`config.mk`:
```
export PLATFORM = sky130hd
export DESIGN_NAME = itch_encoder
export DESIGN_NICKNAME = d
export VERILOG_FILES = /design/src/rtl/itch_encoder.sv
export SDC_FILE = /design/constraint.sdc
export NUM_CORES = 1
export LEC_CHECK = 0
export ABC_AREA = 0
export BUFFER_PORTS_ARGS = -buffer_cell sky130_fd_sc_hd__buf_2
export CAP_MARGIN = 20
export CORE_MARGIN = 4
export CORE_UTILIZATION = 55
export CTS_CLUSTER_SIZE = 20
export DETAILED_ROUTE_END_ITERATION = 8
export PLACE_DENSITY = 0.82
export SETUP_SLACK_MARGIN = 0.05
export SYNTH_ARGS = -nofsm -noshare
export SYNTH_HDL_FRONTEND = slang
export SYNTH_SLANG_ARGS = --single-unit
```
`constraint.sdc`:
```
create_clock -name i_clk -period 5.1 [get_ports i_clk]
set_clock_uncertainty 0.05 [all_clocks]
set_input_delay 0.765 -clock i_clk [delete_from_list [all_inputs] [get_ports i_clk]]
set_output_delay 0.765 -clock i_clk [all_outputs]
set_load 0.02 [all_outputs]
```
`src/rtl/itch_encoder.sv`:
```
// Serialises one add/delete/execute order into the 32-bit word stream the parser consumes.
// Define ITCH_ENC_CHECKSUM_EN to append a tenth word holding the XOR of words 0..8.
module itch_encoder #(
  parameter int REG_WIDTH = 32
) (
  input  logic                 i_clk,
  input  logic                 i_reset,
  input  logic                 i_valid,
  output logic                 o_ready,
  input  logic [1:0]           i_order_type,
  input  logic                 i_trade_type,
  input  logic [1:0]           i_stock_symbol,
  input  logic [31:0]          i_order_id,
  input  logic [31:0]          i_price,
  input  logic [31:0]          i_quantity,
  input  logic [63:0]          i_curr_time,
  input  logic [15:0]          i_locate_code,
  output logic [REG_WIDTH-1:0] o_word,
  output logic                 o_word_valid,
  input  logic                 i_word_ready,
  output logic [3:0]           o_word_idx,
  output logic                 o_word_last,
  output logic                 o_err
);

`ifdef ITCH_ENC_CHECKSUM_EN
  localparam int MSG_WORDS = 10;
`else
  localparam int MSG_WORDS = 9;
`endif
  localparam logic [3:0] LAST_IDX = 4'(MSG_WORDS - 1);

  typedef enum logic {IDLE, SEND} state_t;

  state_t               state;
  logic [15:0]          trk_cnt;
  logic [REG_WIDTH-1:0] buf_q [MSG_WORDS];
  logic [REG_WIDTH-1:0] msg_w [9];
  logic [63:0]          stock_id;
  logic [63:0]          oid;
  logic [7:0]           type_char;
  logic [3:0]           nxt_idx;
  logic                 accept;
  logic                 unused_time_lo;

  function automatic logic [63:0] stock_ascii(input logic [1:0] sym);
    case (sym)
      2'd0:    return 64'h4141504C20202020;
      2'd1:    return 64'h414D5A4E20202020;
      2'd2:    return 64'h474F4F474C202020;
      default: return 64'h4D53465420202020;
    endcase
  endfunction

  assign unused_time_lo = ^i_curr_time[31:0];
  assign o_ready = (state == IDLE) && !i_reset;
  assign accept  = (state == IDLE) && i_valid && (i_order_type != 2'd3);
  assign nxt_idx = o_word_idx + 4'd1;

  always_comb begin
    stock_id = stock_ascii(i_stock_symbol);
    oid      = {32'h0, i_order_id};
    case (i_order_type)
      2'd0:    type_char = 8'h41;
      2'd1:    type_char = 8'h44;
      default: type_char = 8'h45;
    endcase
    msg_w[0] = {trk_cnt[7:0], i_locate_code, type_char};
    msg_w[1] = {i_curr_time[55:32], trk_cnt[15:8]};
    msg_w[2] = {oid[7:0], 16'h0, i_curr_time[63:56]};
    msg_w[3] = oid[39:8];
    msg_w[4] = '0;
    msg_w[5] = '0;
    msg_w[6] = '0;
    msg_w[7] = '0;
    msg_w[8] = '0;
    case (i_order_type)
      2'd0: begin
        msg_w[4] = {7'h0, i_trade_type, 24'h0};
        msg_w[5] = i_quantity;
        msg_w[6] = stock_id[31:0];
        msg_w[7] = stock_id[63:32];
        msg_w[8] = i_price;
      end
      2'd1: begin
        msg_w[4] = {stock_id[7:0], 24'h0};
        msg_w[5] = stock_id[39:8];
        msg_w[6] = {8'h0, stock_id[63:40]};
      end
      2'd2: begin
        msg_w[4] = {i_quantity[7:0], 24'h0};
        msg_w[5] = {stock_id[7:0], i_quantity[31:8]};
        msg_w[6] = stock_id[39:8];
        msg_w[7] = {8'h0, stock_id[63:40]};
      end
      default: ;
    endcase
  end

`ifdef ITCH_ENC_CHECKSUM_EN
  logic [REG_WIDTH-1:0] csum;
  always_comb begin
    csum = '0;
    for (int i = 0; i < 9; i++) csum = csum ^ msg_w[i];
  end
`endif

  // Message buffer is pure data: loaded on accept, never reset.
  always_ff @(posedge i_clk) begin
    if (accept) begin
      for (int i = 0; i < 9; i++) buf_q[i] <= msg_w[i];
`ifdef ITCH_ENC_CHECKSUM_EN
      buf_q[9] <= csum;
`endif
    end
  end

  always_ff @(posedge i_clk) begin
    if (i_reset) begin
      state        <= IDLE;
      o_word_valid <= 1'b0;
      o_word       <= '0;
      o_word_idx   <= '0;
      o_word_last  <= 1'b0;
      o_err        <= 1'b0;
      trk_cnt      <= '0;
    end else begin
      o_err <= 1'b0;
      case (state)
        IDLE: begin
          if (i_valid && (i_order_type == 2'd3)) begin
            o_err <= 1'b1;
          end else if (accept) begin
            state        <= SEND;
            o_word       <= msg_w[0];
            o_word_valid <= 1'b1;
            o_word_idx   <= '0;
            o_word_last  <= 1'b0;
            trk_cnt      <= trk_cnt + 16'd1;
          end
        end
        SEND: begin
          if (i_word_ready) begin
            if (o_word_idx == LAST_IDX) begin
              state        <= IDLE;
              o_word_valid <= 1'b0;
              o_word       <= '0;
              o_word_idx   <= '0;
              o_word_last  <= 1'b0;
            end else begin
              o_word_idx  <= nxt_idx;
              o_word      <= buf_q[nxt_idx];
              o_word_last <= (nxt_idx == LAST_IDX);
            end
          end
        end
        default: state <= IDLE;
      endcase
    end
  end

endmodule

```
After elaboration in Yosys (flattened, before gate mapping)
Memory sizes are Yosys's and may differ from the RTL's.
Cells that the tools add are included.
{ "classes": {"mux": 32, "shifts": 0, "magnitude_cmp": 0, "eq_ne": 12, "n_reduce_logical": 11, "n_addsub": 2, "n_bitwise": 2, "div_mod_pow": 0, "mul": 0} }
{ "op_table": {"columns": ["op", "n"], "rows": [
  ["$pmux W96 S3", 1],
  ["$pmux W60 S3", 1],
  ["$mux W32", 5],
  ["$pmux W32 S2", 2],
  ["$add A16 B1 Y16 const B", 1],
  ["$mux W4", 4],
  ["$mux W1", 14],
  ["$eq A4 B4 Y1 const B", 2],
  ["$ne A2 B2 Y1 const B", 4],
  ["$pmux W4 S2", 1],
  ["$eq A2 B2 Y1 const B", 3],
  ["$pmux W1 S2", 3],
  ["$pmux W3 S2", 1],
  ["$reduce_and A3 Y1", 2],
  ["$add A4 B1 Y4 const B", 1],
  ["$eq A2 B1 Y1 const B", 2],
  ["$logic_and A1 B1 Y1", 4],
  ["$logic_not A2 Y1", 2],
  ["$reduce_and A4 Y1", 1],
  ["$ne A2 B1 Y1 const B", 1],
  ["$not A1 Y1", 2],
  ["$reduce_or A2 Y1", 1],
  ["$logic_not A1 Y1", 1]
]} }
{ "totals": {"latchBits": 0, "input_bits": 185, "out_inout_bits": 40, "memories": 1, "mem_bits_rw": 288, "ff_bits": 56, "word_cells": 67, "rom_bits": 0} }
{ "memory_table": {"columns": ["memory", "words", "word_bits", "rd", "rd_clocked_by_memory_dff", "wr", "line", "text"], "rows": [
  ["buf_q", 9, 32, 1, 0, 9, "37", "logic [REG_WIDTH-1:0] buf_q [MSG_WORDS];"]
]} }

Logic depth before layout (Yosys ltp)
Gate-level depths: netlist of the first run.
{ "depth": {"word_depth": 6, "mapped_depth": 12} }

Least setup slack after synthesis of the first run
No wires, ideal clock.
{ "synth_timing": {"path_kind": "input to register", "from": "in i_valid", "to": "mem buf_q[0][0] (enable)", "path_slack_ps": 768, "cell_stages": 4, "t_arrival_ps": 3804, "n_path_buf": 1, "t_required_ps": 4572, "path_cell_list": "nor2b_1 > nand2_1 > inv_1 > buf_2"} }
{ "synth_lines": {"columns": ["element", "line", "text"], "rows": [
  ["start: declaration", "8", "input logic i_valid,"],
  ["end: declaration", "37", null]
]} }

Worst setup path in the final report of the first run
{ "layout_timing": {"from": "reg o_word_idx[0]", "to": "reg o_word[11]"} }
{ "layout_between": {"elab_chain_cells": 5, "word_cells_on_any_way": 6, "classes_between": "add/sub (1); eq/ne (1); mux (3); memory (1)"} }
{ "layout_lines": {"columns": ["element", "line", "text"], "rows": [
  ["start: declaration", "21", "output logic [3:0] o_word_idx,"],
  ["start signal: assignment", "151", "o_word_idx <= nxt_idx;"],
  ["$add A4 B1 Y4", "58", "assign nxt_idx = o_word_idx + 4'd1;"],
  ["$mem_v2 Z9 W32", null, null],
  ["$mux W32 *", "144", "if (o_word_idx == LAST_IDX) begin"],
  ["$mux W32 *", "143", "if (i_word_ready) begin"],
  ["$pmux W32 S2 *", "129", "case (state)"],
  ["end signal: assignment", "135", "o_word <= msg_w[0];"],
  ["end signal: assignment", "152", "o_word <= buf_q[nxt_idx];"],
  ["end: declaration", "18", "output logic [REG_WIDTH-1:0] o_word,"]
]} }
Mark *: on every way between the ends. The rest lies on a longest branch, timed or not. The select of a mux whose other input is x is not followed.
A chain may end at the register's enable or synchronous reset.

==> results of run 1 <==
logic make-up after synthesis:
family          after synthesis  synth area share
flops                       262             0.637
fa+ha+maj                     9           0.00982
compound gates              193             0.107
xor+xnor                     19            0.0165
buf+inv                      84            0.0333
simple gates                291             0.123
mux                          71            0.0724
power by group:
| group | switching, mW | internal [mW] | total [mW] |
|---|---|---|---|
| clock | 0.822 | 1.22 | 2.04 |
| combinational | 0.307 | 0.176 | 0.482 |
| sequential | 0.0593 | 2.46 | 2.52 |
sequential cells by signal, indices dropped and copies added (netlist names):
| register | flops |
|---|---|
| o_word | 32 |
| trk_cnt | 16 |
| o_word_valid | 1 |
| buf_q | 206 |
| o_word_last | 1 |
| o_word_idx | 4 |
| o_err | 1 |
| state | 1 |
final cells by class:
type | count | area share
sequential | 262 | 0.540
multi-input combinational | 583 | 0.280
timing repair buffer | 207 | 0.0802
clock buffer | 37 | 0.0573
tap | 270 | 0.0249
clock inverter | 15 | 0.0115
inverter | 17 | 0.00527
antenna | 3 | 0.000554
Yosys cell counts, types with 20 or more instances:
| cell | number | share of area |
|---|---|---|
| a21oi_1 | 47 | 0.021 |
| a221oi_1 | 22 | 0.017 |
| and2_1 | 48 | 0.026 |
| buf_2 | 20 | 0.0087 |
| clkbuf_1 | 34 | 0.011 |
| dfxtp_1 | 56 | 0.098 |
| edfxtp_1 | 206 | 0.54 |
| mux2i_1 | 48 | 0.042 |
| nand2_1 | 57 | 0.019 |
| nand3_1 | 33 | 0.014 |
| nor2_1 | 92 | 0.030 |
| o21ai_0 | 54 | 0.024 |
worst max path at each step:
stage | startpoint | slack (ps) | endpoint
after floorplan | i_valid | 770 | buf_q[0][0]
after global placement | i_order_type[0] | 1600 | buf_q[7][17]
after detailed placement | i_order_type[0] | 1510 | buf_q[7][17]
after CTS | o_word_idx[0] | 1460 | o_word[11]
after global routing | o_word_idx[0] | 1330 | o_word[11]
final | o_word_idx[0] | 1380 | o_word[11]
stage by stage:
stage | area, um2 | cells | setup WS, ps
after global placement | 12600 | 1339 | 1600
after floorplan | 11500 | 929 | 768
after CTS | 13500 | 1391 | 1460
after detailed placement | 12600 | 1339 | 1510
final | 13500 | 1394 | 1380
after global routing | 13500 | 1394 | 1330
critical path: cells and delay by family (launching register included):
kind | cells | cell delay [ps]
buf+inv | 3 | 1150
compound gates | 2 | 960
flops | 1 | 620
fa+ha+maj | 1 | 620
simple gates | 1 | 180
routing by layer:
| layer | routed length, um | vias up | part of all wire | track usage |
|---|---|---|---|---|
| met5 | 0 | - | 0 | 0 |
| met4 | 680 | 0 | 0.022 | 0.0736 |
| met3 | 3430 | 48 | 0.11 | 0.0400 |
| met2 | 14800 | 552 | 0.47 | 0.414 |
| met1 | 12700 | 4107 | 0.40 | 0.386 |
| li1 | - | 3793 | - | - |
==> results.py, run 1 <==
metrics = {
    "outcome": {
        "status": "completed",
    },
    "synthesis": {
        "syn_area_mm2": 0.0115,
        "synth.distinct_cells": 56,
        "ys_ff_latch": 262,
        "yosys_warnings": 0,
        "async_reset_ff_frac": 0,
        "synth.net_count": 1123,
        "syn_inst": 929,
        "synth-seq-area-share": 0.637,
        "synth_area_per_cell_um2": 12.3,
        "synth_edf_count": 206,
        "yosys_most_used_dff": "edfxtp_1",
    },
    "setup_path": {
        "critPathMostFrequentCell": "inv_1",
        "r2r-end": "o_word[11]",
        "reg2reg_from": "o_word_idx[0]",
        "critPathSlowestCell": "dfxtp_4",
        "r2r_setup_slack_ps": 1380,
        "end_kind": "register",
        "worstSetupPathType": "register to register",
        "max_stage_delay_ps": 620,
        "arrival_ps": 4090,
        "cp_data_required_time_ps": 5470,
        "critical_path.max_fanout": 35,
        "worstPathCellList": "inv_1 > ha_1 > buf_4 > inv_1 > o21ai_0 > nand3_1 > a311oi_1",
        "worstSetupStartpointType": "register",
        "r2r_cells": 7,
    },
    "timing": {
        "max_freq_mhz": 269,
        "setup_viol": 0,
        "fin_setup_tns_ps": 0,
        "worst_slew_pin_slew_ps": 1160,
        "finalCritPeriodShare": 0.729,
        "max-slew-margin-rel": 0.223,
        "slew_violations": 0,
        "hold_viol_final": 0,
        "period_minus_slack_ps": 3720,
        "holdWs_ps": 352,
        "rsz0062_at_grt": "false",
    },
    "global_routing": {
        "grt_pass1_wl_mm": 47.9,
        "grt_use_total": 0.263,
        "antenna_found_initial": 3,
        "gr-total-overflow": 0,
        "grt_pass1_vias": 8197,
        "grt_max_degree": 99,
    },
    "floorplan": {
        "core-area_mm2": 0.0204,
        "rows": 52,
        "die_h_um": 152,
        "start_util": 0.563,
        "io-pin-count": 225,
        "dieArea_mm2": 0.0232,
        "die_width_um": 152,
    },
    "worst_hold_path": {
        "min_to": "buf_q[3][6]",
        "min_from": "i_order_id[14]",
        "holdPathStages": 1,
        "hold_class": "input port to register",
    },
    "cts": {
        "cts_buffers": 28,
        "clock_latency_ps": 540,
        "clock-sinks": 262,
        "root_buffer": "clkbuf_16",
        "hold_buffers": 0,
        "path_clk_slew_ps": 60,
        "htreeDepth": 1,
        "cts_resized": 0,
        "max-clock-path-buffers": 3,
        "post_cts_buffers": 0,
        "cts_tree": "built",
    },
    "flow_run": {
        "drv_cap": 0,
    },
    "power_and_ir_drop": {
        "max-vdd-ir-drop_mv": 0.259,
        "power_leakage_nw": 5.24,
        "finalPower_mw": 5.04,
        "p_per_area_mw_per_mm2": 372,
    },
    "placement": {
        "gp_congestion": 0.894,
        "hpwl_mm": 21.5,
        "numPortBuffers": 192,
    },
    "finish": {
        "final_util": 0.665,
        "final_common_cell": "edfxtp_1",
        "multiInputGateArea_mm2": 0.00380,
        "nFillCells": 1480,
        "drive_above_1_share": 0.255,
        "fin_nets": 1293,
        "layout_common_cells": "206 x edfxtp_1, 192 x buf_2, 92 x nor2_1",
        "seqCellArea_mm2": 0.00731,
        "area_delta_synth_final_pct": 18.1,
    },
    "routing": {
        "via_per_inst": 6.10,
        "wl_per_cell_um": 22.7,
        "ant_nets": 0,
        "post-route-drc-count": 0,
        "routed_wl_mm": 31.6,
        "num_vias": 8500,
        "drtIter0Drc": 1135,
        "first_pass_iters": 5,
    },
}
No activity file was read; power rests on OpenSTA's default activity.
==> inputs of run 2 (changes only) <==
--- a/config.mk
+++ b/config.mk
@@ -9,10 +9,10 @@
 export BUFFER_PORTS_ARGS = -buffer_cell sky130_fd_sc_hd__buf_2
 export CAP_MARGIN = 20
 export CORE_MARGIN = 4
-export CORE_UTILIZATION = 55
+export CORE_UTILIZATION = 50
 export CTS_CLUSTER_SIZE = 20
 export DETAILED_ROUTE_END_ITERATION = 8
-export PLACE_DENSITY = 0.82
+export PLACE_DENSITY = 0.78
 export SETUP_SLACK_MARGIN = 0.05
 export SYNTH_ARGS = -nofsm -noshare
 export SYNTH_HDL_FRONTEND = slang
==> constraint.sdc (replaced) <==
create_clock -name i_clk -period 3.07 [get_ports i_clk]
set_clock_uncertainty 0.05 [all_clocks]
set_input_delay 0.4605 -clock i_clk [delete_from_list [all_inputs] [get_ports i_clk]]
set_output_delay 0.4605 -clock i_clk [all_outputs]
set_load 0.02 [all_outputs]
==> results.py, run 2 (same netlist as run 1, synthesis figures left out) <==
metrics = {
    "outcome": {
        "status": "completed",
    },
    "setup_path": {
        "end_kind": "register",
        "critPathMostFrequentCell": "buf_4",
        "r2r-end": "o_word[2]",
        "arrival_ps": 3120,
        "critical_path.max_fanout": 27,
        "r2r_cells": 9,
        "worstPathCellList": "inv_1 > ha_1 > buf_4 > buf_4 > mux4_2 > nor2_1 > nor3_1 > o21ai_0 > a21oi_1",
        "max_stage_delay_ps": 490,
        "cp_data_required_time_ps": 3420,
        "critPathSlowestCell": "dfxtp_4",
        "reg2reg_from": "o_word_idx[0]",
        "r2r_setup_slack_ps": 290,
        "worstSetupStartpointType": "register",
        "worstSetupPathType": "register to register",
    },
    "finish": {
        "top_register": "buf_q",
        "fin_nets": 1311,
        "layout_common_cells": "206 x edfxtp_1, 192 x buf_2, 92 x nor2_1",
        "nFillCells": 1801,
        "largest_registers": "buf_q (206), o_word (32), trk_cnt (16)",
        "area_delta_synth_final_pct": 19.7,
        "final_common_cell": "edfxtp_1",
        "drive_above_1_share": 0.262,
        "largest_reg_flops": 206,
    },
    "power_and_ir_drop": {
        "max-vdd-ir-drop_mv": 0.300,
        "p_per_area_mw_per_mm2": 606,
        "power_leakage_nw": 5.33,
    },
    "timing": {
        "worst_slew_pin_slew_ps": 755,
        "rsz0062_at_grt": "false",
        "setup_viol": 0,
        "hold_viol_final": 0,
        "fin_setup_tns_ps": 0,
        "finalCritPeriodShare": 0.904,
        "period_minus_slack_ps": 2780,
        "slew_violations": 0,
        "max-slew-margin-rel": 0.495,
        "max_freq_mhz": 360,
        "holdWs_ps": 41.9,
    },
    "cts": {
        "htreeDepth": 1,
        "post_cts_buffers": 0,
        "cts_tree": "built",
        "clock-sinks": 262,
        "cts_buffers": 28,
        "max-clock-path-buffers": 3,
        "clock_latency_ps": 540,
        "path_clk_slew_ps": 60,
        "root_buffer": "clkbuf_16",
    },
    "routing": {
        "wl_per_cell_um": 22.6,
        "via_per_inst": 5.94,
        "drtIter0Drc": 1009,
        "post-route-drc-count": 0,
        "routed_wl_mm": 32.2,
        "num_vias": 8470,
        "first_pass_iters": 6,
        "ant_nets": 0,
    },
    "global_routing": {
        "grt_use_total": 0.244,
        "grt_pass1_vias": 8261,
        "grt_pass1_wl_mm": 48.5,
        "gr-total-overflow": 0,
        "antenna_found_initial": 5,
        "grt_max_degree": 70,
    },
    "placement": {
        "numPortBuffers": 192,
        "hpwl_mm": 22.6,
        "gp_congestion": 0.943,
    },
    "floorplan": {
        "dieArea_mm2": 0.0254,
        "core-area_mm2": 0.0226,
        "io-pin-count": 225,
        "die_width_um": 159,
        "rows": 55,
        "start_util": 0.508,
        "die_h_um": 159,
    },
    "worst_hold_path": {
        "min_to": "buf_q[3][15]",
        "min_from": "i_order_id[23]",
        "hold_class": "input port to register",
        "holdPathStages": 1,
    },
    "flow_run": {
        "drv_cap": 0,
    },
}
[run 2: changes by cell type in the layout (fill, tap and decap cells not counted), sizes merged]
cell and delta:
inv -1, clkbuf +7, buf +18, diode -1, clkinvlp -1, bufinv -1, clkinv -4
[run 2: worst max-delay path by stage]
stage,start,end,slack (ps),cells past startpoint
5_1_grt,o_word_idx[0],o_word[2],120,9
6_report,o_word_idx[0],o_word[2],290,9
4_1_cts,o_word_idx[0],o_word[8],260,8
2_1_floorplan,i_valid,buf_q[0][0],150,4
3_5_place_dp,o_word_idx[0],o_word[8],290,8
3_3_place_gp,o_word_idx[0],o_word[15],320,8
[run 2: worst max-delay path: cells and delay by family (launching register included)]
kind	cells	cell delay [ps]
multiplexers	1	370
adder cells (fa/ha/maj)	1	340
flip-flops	1	490
AO/OA/AOI/OAI	2	270
AND/OR/NAND/NOR	2	250
buffers and inverters	3	860
[run 2: final cells by class]
cell class	count	area, um2	share of cell area
diodes	2	5.00	0.000365
clock buffers	44	822	0.0599
clock inverters	8	85.1	0.00620
inverters	17	71.3	0.00520
multi-input cells	583	3800	0.277
flip-flops and latches	262	7310	0.533
well taps	285	357	0.0260
repair buffers	225	1270	0.0926
[run 2: routing by layer]
| layer | GRT usage | up-vias | share of wire |
|---|---|---|---|
| met5 | 0 | - | 0.00084 |
| met4 | 0.0809 | 4 | 0.033 |
| met3 | 0.0595 | 76 | 0.11 |
| met2 | 0.382 | 484 | 0.46 |
| met1 | 0.337 | 4075 | 0.40 |
| li1 | - | 3831 | - |
[run 2: report_power, final]
group,leakage [nW],total (mW),switching [mW],internal [mW]
sequential,2.43,4.18,0.102,4.08
clock,0.441,3.31,1.32,1.99
combinational,2.46,0.820,0.509,0.311
[run 2: timing repair]
item / in CTS / in global routing
resized for setup: 0 / 1
endpoints found under the setup margin: 0 / 3
hold buffers: 0 / 0
[run 2: per-stage QoR]
stage | power (mW) | std cells | setup slack (ps) | cell area (um2) | utilization
after global routing | 8.59 | 1426 | 123 | 13700 | 0.608
after detailed placement | 5.07 | 1372 | 289 | 12800 | 0.567
after floorplan | 4.70 | 929 | 155 | 11500 | -
after global placement | 5.04 | 1372 | 324 | 12800 | 0.567
after CTS | 8.34 | 1424 | 263 | 13700 | 0.608
final | 8.32 | 1426 | 294 | 13700 | 0.608
==> inputs of run 3 (changes only) <==
--- a/config.mk
+++ b/config.mk
@@ -9,10 +9,10 @@
 export BUFFER_PORTS_ARGS = -buffer_cell sky130_fd_sc_hd__buf_2
 export CAP_MARGIN = 20
 export CORE_MARGIN = 4
-export CORE_UTILIZATION = 50
+export CORE_UTILIZATION = 60
 export CTS_CLUSTER_SIZE = 20
 export DETAILED_ROUTE_END_ITERATION = 8
-export PLACE_DENSITY = 0.78
+export PLACE_DENSITY = 0.88
 export SETUP_SLACK_MARGIN = 0.05
 export SYNTH_ARGS = -nofsm -noshare
 export SYNTH_HDL_FRONTEND = slang
==> constraint.sdc (replaced) <==
create_clock -name i_clk -period 3.2 [get_ports i_clk]
set_clock_uncertainty 0.05 [all_clocks]
set_input_delay 0.48 -clock i_clk [delete_from_list [all_inputs] [get_ports i_clk]]
set_output_delay 0.48 -clock i_clk [all_outputs]
set_load 0.02 [all_outputs]
==> results.py, run 3 (same netlist as run 1, synthesis figures left out) <==
metrics = {
    "outcome": {
        "status": "completed",
    },
    "global_routing": {
        "grt_pass1_vias": 8338,
        "grt_max_degree": 43,
        "grt_use_total": 0.289,
        "gr-total-overflow": 0,
        "grt_pass1_wl_mm": 48.1,
        "antenna_found_initial": 0,
    },
    "cts": {
        "cts_buffers": 27,
        "path_clk_slew_ps": 60,
        "clock-sinks": 262,
        "hold_buffers": 0,
        "clock_latency_ps": 530,
        "post_cts_buffers": 0,
        "htreeDepth": 1,
        "max-clock-path-buffers": 3,
        "cts_tree": "built",
        "cts_resized": 0,
        "root_buffer": "clkbuf_16",
    },
    "timing": {
        "finalCritPeriodShare": 0.878,
        "max-slew-margin-rel": 0.473,
        "max_freq_mhz": 356,
        "fin_ws_ps": 389,
        "fin_setup_tns_ps": 0,
        "hold_viol_final": 0,
        "setup_viol": 0,
        "holdWs_ps": 68.4,
        "worst_slew_pin_slew_ps": 787,
        "period_minus_slack_ps": 2810,
        "rsz0062_at_grt": "false",
        "slew_violations": 0,
    },
    "setup_path": {
        "end_kind": "register",
        "worstSetupStartpointType": "register",
        "critical_path.max_fanout": 15,
        "worstSetupPathType": "register to register",
        "cp_data_required_time_ps": 3600,
        "critPathSlowestCell": "nor2_1",
        "r2r_cells": 8,
        "critPathBufInv": 2,
        "critical-path-top-delay-family": "simple AND/OR/NAND/NOR gates",
        "worstPathCellList": "inv_1 > ha_1 > nor2_1 > buf_4 > a221oi_1 > nor4_1 > a221oi_1 > nor2_1",
        "r2r_setup_slack_ps": 390,
        "max_stage_delay_ps": 600,
        "cp-startpoint": "o_word_idx[0]",
        "r2r-end": "o_word[5]",
        "reg2reg_from": "o_word_idx[0]",
        "arrival_ps": 3210,
    },
    "placement": {
        "place_inst": 1324,
        "hpwl_mm": 22.4,
        "gp_congestion": 0.955,
        "pre_cts_ws_ps": 607,
        "numPortBuffers": 192,
        "placed_area_mm2": 0.0127,
    },
    "power_and_ir_drop": {
        "max-vdd-ir-drop_mv": 0.332,
        "finalPower_mw": 8.05,
        "power_leakage_nw": 5.34,
        "p_per_area_mw_per_mm2": 590,
    },
    "finish": {
        "final_cell_area_mm2": 0.0137,
        "largest_reg_flops": 206,
        "largest_registers": "buf_q (206), o_word (32), trk_cnt (16)",
        "final_common_cell": "edfxtp_1",
        "fin_nets": 1313,
        "layout_common_cells": "206 x edfxtp_1, 192 x buf_2, 92 x nor2_1",
        "area_delta_synth_final_pct": 19.1,
        "top_register": "buf_q",
        "final_util": 0.728,
        "drive_above_1_share": 0.264,
        "final-instance-count-excl-fill": 1372,
        "diodes": 0,
    },
    "routing": {
        "routed_wl_mm": 31.7,
        "post-route-drc-count": 0,
        "num_vias": 8720,
        "ant_nets": 0,
        "first_pass_iters": 5,
        "wl_per_cell_um": 23.1,
        "drtIter0Drc": 1076,
        "via_per_inst": 6.36,
    },
    "worst_hold_path": {
        "hold_class": "input port to register",
        "min_to": "buf_q[3][18]",
        "min_from": "i_order_id[26]",
        "holdPathStages": 1,
    },
    "floorplan": {
        "core-area_mm2": 0.0188,
        "rows": 50,
        "io-pin-count": 225,
        "dieArea_mm2": 0.0214,
        "start_util": 0.611,
        "die_width_um": 146,
        "die_h_um": 146,
    },
    "flow_run": {
        "drv_cap": 0,
    },
}
==> run 3: cell type report <==
type | instances | area [um2]
Sequential cell | 262 | 7310
Fill cell | 1174 | 5110
Multi-Input combinational cell | 583 | 3800
Timing Repair Buffer | 228 | 1270
Clock buffer | 32 | 704
Tap cell | 234 | 293
Clock inverter | 16 | 209
Inverter | 17 | 71.3
==> run 3: worst max-delay path by stage <==
stage	to	slack [ps]	depth (start not counted)
after global routing	o_word[5]	280	8
after CTS	o_word[5]	490	8
after global placement	o_word[5]	620	8
final	o_word[5]	390	8
after floorplan	buf_q[0][0]	270	4
after detailed placement	o_word[11]	610	8
==> run 3: routing by layer <==
metal	vias to the layer above	GRT usage	share of wire
li1	3829	-	-
met1	4107	0.404	0.38
met2	696	0.452	0.46
met3	88	0.0639	0.13
met4	0	0.0992	0.037
met5	-	0	0
==> run 3: report_power, final <==
group	leakage, nW	switching [mW]	internal [mW]
clock	0.445	1.27	1.97
sequential	2.43	0.0918	3.91
combinational	2.47	0.504	0.304
